===== config.mk =====
export PLATFORM = sky130hd
export DESIGN_NAME = ifu_fetch_ctrl
export DESIGN_NICKNAME = d
export VERILOG_FILES = /design/src/rtl/ifu_fetch_ctrl.sv
export SDC_FILE = /design/constraint.sdc
export NUM_CORES = 1
export LEC_CHECK = 0
export ABC_AREA = 1
export CAP_MARGIN = 10
export CORE_MARGIN = 2
export CORE_UTILIZATION = 44
export DETAILED_ROUTE_END_ITERATION = 16
export PLACE_DENSITY = 0.86
export SLEW_MARGIN = 20
export SYNTH_ARGS = -nofsm -noshare
export SYNTH_HDL_FRONTEND = slang
export SYNTH_SLANG_ARGS = --single-unit
export TNS_END_PERCENT = 100

===== constraint.sdc =====
create_clock -name clk -period 4.1 [get_ports clk]
set_clock_uncertainty 0.1 [all_clocks]
set_input_delay 0.82 -clock clk [delete_from_list [all_inputs] [get_ports clk]]
set_output_delay 0.82 -clock clk [all_outputs]
set_load 0.02 [all_outputs]

===== src/rtl/ifu_fetch_ctrl.sv =====
// ifu_fetch_ctrl
//   Instruction-fetch controller sitting between the PC register and the
//   Decode pipeline register. A request carrying a PC starts a single-beat
//   read on an AXI4-Lite-style read channel. The returned word is held for
//   Decode under a valid/ready handshake. At most one fetch is in flight.
//   The next request may be accepted in the same cycle the held result is
//   consumed.
//
// Ports
//   clk, rst                     clock; synchronous active-high reset
//   req_valid/req_ready, req_pc  upstream fetch request
//   mem_arvalid/arready/araddr   read-address channel
//   mem_rvalid/rready/rdata/rresp read-data channel
//   out_valid/out_ready          downstream handshake
//   out_pc, out_inst, fault_o    fetched result; fault forces NOP_INST
module ifu_fetch_ctrl #(
    parameter bit          ALIGN_CHECK = 1'b1,
    parameter logic [31:0] NOP_INST    = 32'h0000_0013
) (
    input  logic        clk,
    input  logic        rst,
    input  logic        req_valid,
    input  logic [31:0] req_pc,
    output logic        req_ready,
    output logic        mem_arvalid,
    output logic [31:0] mem_araddr,
    input  logic        mem_arready,
    input  logic        mem_rvalid,
    input  logic [31:0] mem_rdata,
    input  logic [1:0]  mem_rresp,
    output logic        mem_rready,
    output logic        out_valid,
    input  logic        out_ready,
    output logic [31:0] out_pc,
    output logic [31:0] out_inst,
    output logic        fault_o
);

    typedef enum logic [1:0] {IDLE, ADDR, DATA, HOLD} state_t;

    state_t      state;
    logic [31:0] pcReg;
    logic [31:0] instReg;
    logic        faultReg;
    logic        arvalidReg;
    logic        rreadyReg;
    logic        outValidReg;
    logic        reqFire;

    function automatic logic isMisaligned(input logic [31:0] pc);
        return ALIGN_CHECK && (pc[1:0] != 2'b00);
    endfunction

    // Depends only on the registered state and out_ready, never on mem_*.
    assign req_ready = (state == IDLE) || ((state == HOLD) && out_ready);
    assign reqFire   = req_valid && req_ready;

    assign mem_arvalid = arvalidReg;
    assign mem_araddr  = pcReg;
    assign mem_rready  = rreadyReg;
    assign out_valid   = outValidReg;
    assign out_pc      = pcReg;
    assign out_inst    = instReg;
    assign fault_o     = faultReg;

    always_ff @(posedge clk) begin
        if (rst) begin
            state       <= IDLE;
            pcReg       <= 32'h0;
            instReg     <= 32'h0;
            faultReg    <= 1'b0;
            arvalidReg  <= 1'b0;
            rreadyReg   <= 1'b0;
            outValidReg <= 1'b0;
        end else begin
            case (state)
                IDLE, HOLD: begin
                    if (reqFire) begin
                        pcReg <= req_pc;
                        if (isMisaligned(req_pc)) begin
                            // Misaligned PC never reaches the bus; the fault
                            // result is presented on the very next cycle.
                            state       <= HOLD;
                            instReg     <= NOP_INST;
                            faultReg    <= 1'b1;
                            outValidReg <= 1'b1;
                            arvalidReg  <= 1'b0;
                        end else begin
                            state       <= ADDR;
                            faultReg    <= 1'b0;
                            outValidReg <= 1'b0;
                            arvalidReg  <= 1'b1;
                        end
                    end else if ((state == HOLD) && out_ready) begin
                        state       <= IDLE;
                        outValidReg <= 1'b0;
                    end
                end
                ADDR: begin
                    // araddr is pcReg, which cannot change until the
                    // fetch completes, so it stays stable while waiting.
                    if (mem_arready) begin
                        state      <= DATA;
                        arvalidReg <= 1'b0;
                        rreadyReg  <= 1'b1;
                    end
                end
                DATA: begin
                    if (mem_rvalid) begin
                        state       <= HOLD;
                        rreadyReg   <= 1'b0;
                        outValidReg <= 1'b1;
                        faultReg    <= (mem_rresp != 2'b00);
                        instReg     <= (mem_rresp != 2'b00) ? NOP_INST : mem_rdata;
                    end
                end
                default: state <= IDLE;
            endcase
        end
    end

endmodule


==> results.ini <==
[run_status]
run_status = complete, no violations

[synthesis]
syn_area_mm2 = 0.00355
ys_seq_area_share_pct = 39.4
yosysWarnings = 0
ys_seq_elements = 70
synthCells = 522
synth_fp_nets = 598
synth_area_per_cell_um2 = 6.81
synth.distinct_cells = 20

[timing]
maxSlewViolCount = 0
slew_headroom_pct = 30.6
tns_ns = 0
worst_pin_slew_ns = 1.04
setup_ws_ns = 1.07
min_period_ns = 3.03
clock.fmax_mhz = 330
rsz0062_at_grt = no
final.period_utilization_pct = 73.9
holdWs_ns = 0.355
finalHoldViolations = 0
finalSetupViolCount = 0

[global_routing]
grt_pass1_wl_mm = 15.3
gr-total-overflow = 0
antenna_found_initial = 0
grt_start_max_net_pins = 71
grt_pass1_vias = 3249
track_usage_pct = 21.8

[clocking]
ctsHtreeMaxLevel = 3
hold_buffers = 0
clockRootBuffer = clkbuf_8
insertion_delay_ns = 0.33
cts_setup_buffers = 0
cts_buffers = 9
cts_num_sinks = 70
clk_pin_slew_worst_paths_ns = 0.07
cts_resized = 0
cts_max_path_buffers = 2
cts_tree = yes

[detailed_routing]
vias_per_cell = 4.74
drc = 0
ant_nets = 0
dr.first_iter.drc_count = 141
wl_per_cell_um = 12.9
route.vias.total = 3557
wl_mm = 9.70
firstDrtPassIters = 5

[pwr]
power_density_mw_per_mm2 = 761
irDropWorstVdd_mv = 0.356
leakagePower_nw = 2.25
total_power_mw = 3.97

[cells_and_area]
stdcell_area_mm2 = 0.00522
fin_util_pct = 67.2
layout_common_cells = 172 x clkdlybuf4s50_1, 104 x inv_1, 86 x nand2_1
register_area_mm2 = 0.00140
area_growth_pct = 46.7
multi_input_comb_area_mm2 = 0.00132
nets = 719
finalNonFillerCells = 750
num-fill-cells = 609
final_common_cell = clkdlybuf4s50_1
drive_gt1_share_pct = 5.09
diodes = 0

[min_path]
hold_end = mem_rready$_SDFFE_PP0P_
hp-class = flip-flop to flip-flop
worstHoldStart = mem_rready$_SDFFE_PP0P_
hold_depth = 2

[placement]
dp_hpwl_mm = 7.03
place_area_mm2 = 0.00501
pre_cts_ws_ns = 1.01
dp.cells = 734
port_buffers = 172
gp_congestion = 0.843

[worst_setup_path]
cp-end-kind = output port
worst-path-max-fanout = 4
reg2reg_from = state[0]$_SDFFE_PP0P_
crit_chain = clkdlybuf4s50_1 > nand2_1 > nand2_2 > clkdlybuf4s50_1
cp-start-kind = input port
arrival_ns = 2.11
path_common_cell = clkdlybuf4s50_1
rr_worst_depth = 6
worstReg2RegEnd = mem_araddr[11]$_SDFFE_PP0P_
cp_data_required_time_ns = 3.18
crit_type = input port to output port
slowest_stage = clkdlybuf4s50_1
r2r_setup_slack_ns = 1.56
cpPeakStageDelay_ns = 0.63

[flow_run]
drv_cap = 0

[floorplan]
die_height_um = 93.9
core-area_mm2 = 0.00777
die_area_mm2 = 0.00881
num_io_pins = 173
initial_core_util_pct = 45.8
num_rows = 32
die_w_um = 93.9

-- logic make-up (layout without fill, tap and decap cells) --
kind of cell | after synthesis | count (layout) | share of synthesized area, %
AND/OR/NAND/NOR | 203 | 203 | 25.8
buffers and inverters | 175 | 301 | 23.5
AO/OA/AOI/OAI | 70 | 70 | 9.86
flip-flops | 70 | 70 | 39.4
adder cells (fa/ha/maj) | 4 | 4 | 1.41
-- routing by layer --
metal	global-route usage [%]	wire [µm]	part of all wire, %	up-vias
li1	-	-	-	1820
met4	7.37	158	1.6	0
met3	5.06	684	7.0	14
met2	38.8	5000	51	144
met1	25.5	3860	40	1579
met5	0	0	0	-
-- cells in the mapped netlist --
cell | n | area [µm²]
inv_1 | 104 | 390
nand2_1 | 86 | 323
dfxtp_1 | 70 | 1400
nor2_1 | 44 | 165
a21oi_1 | 36 | 180
buf_4 | 34 | 255
nand3_1 | 34 | 170
o21ai_0 | 34 | 170
nand4_1 | 32 | 200
clkbuf_1 | 17 | 63.8
buf_2 | 9 | 45.0
buf_6 | 5 | 56.3
ha_1 | 4 | 50.1
inv_2 | 4 | 15.0
nand2_2 | 4 | 25.0
clkinv_1 | 1 | 3.75
inv_4 | 1 | 6.26
nand3_2 | 1 | 10.0
nand3_4 | 1 | 17.5
or2_2 | 1 | 6.26
-- power breakdown --
group	leakage (nW)	internal, mW	switching [mW]	total, mW
clock network	0.106	0.314	0.254	0.568
registers	0.577	0.912	0.148	1.06
logic	1.57	0.959	1.38	2.34
total	2.25	2.19	1.78	3.97
-- how the worst max path moves through the flow --
stage,depth (start not counted),to,start
2_1_floorplan,2,req_ready,out_ready
3_3_place_gp,9,out_inst[21]$_SDFFE_PP0P_,out_ready
5_1_grt,4,req_ready,out_ready
3_5_place_dp,6,mem_araddr[6]$_SDFFE_PP0P_,out_ready
4_1_cts,4,req_ready,out_ready
6_report,4,req_ready,out_ready
-- area by class of cell --
type / count / area share [%]
Clock buffer: 11 / 2.90
Clock inverter: 5 / 1.08
Inverter: 110 / 7.96
Multi-Input combinational cell: 277 / 25.3
Sequential cell: 70 / 26.9
Tap cell: 102 / 2.45
Timing Repair Buffer: 175 / 33.4
-- registers in the layout, indices dropped and copies added (netlist names) --
register / count
mem_rready: 1
fault_o: 1
out_inst: 32
out_valid: 1
mem_araddr: 32
mem_arvalid: 1
state: 2
-- worst max-delay path, delay by kind of cell --
family                 cells  cell delay (ns)
buffers and inverters      2             1.10
and+or+nand+nor            2             0.18
Power figures use the tool's default switching activity.
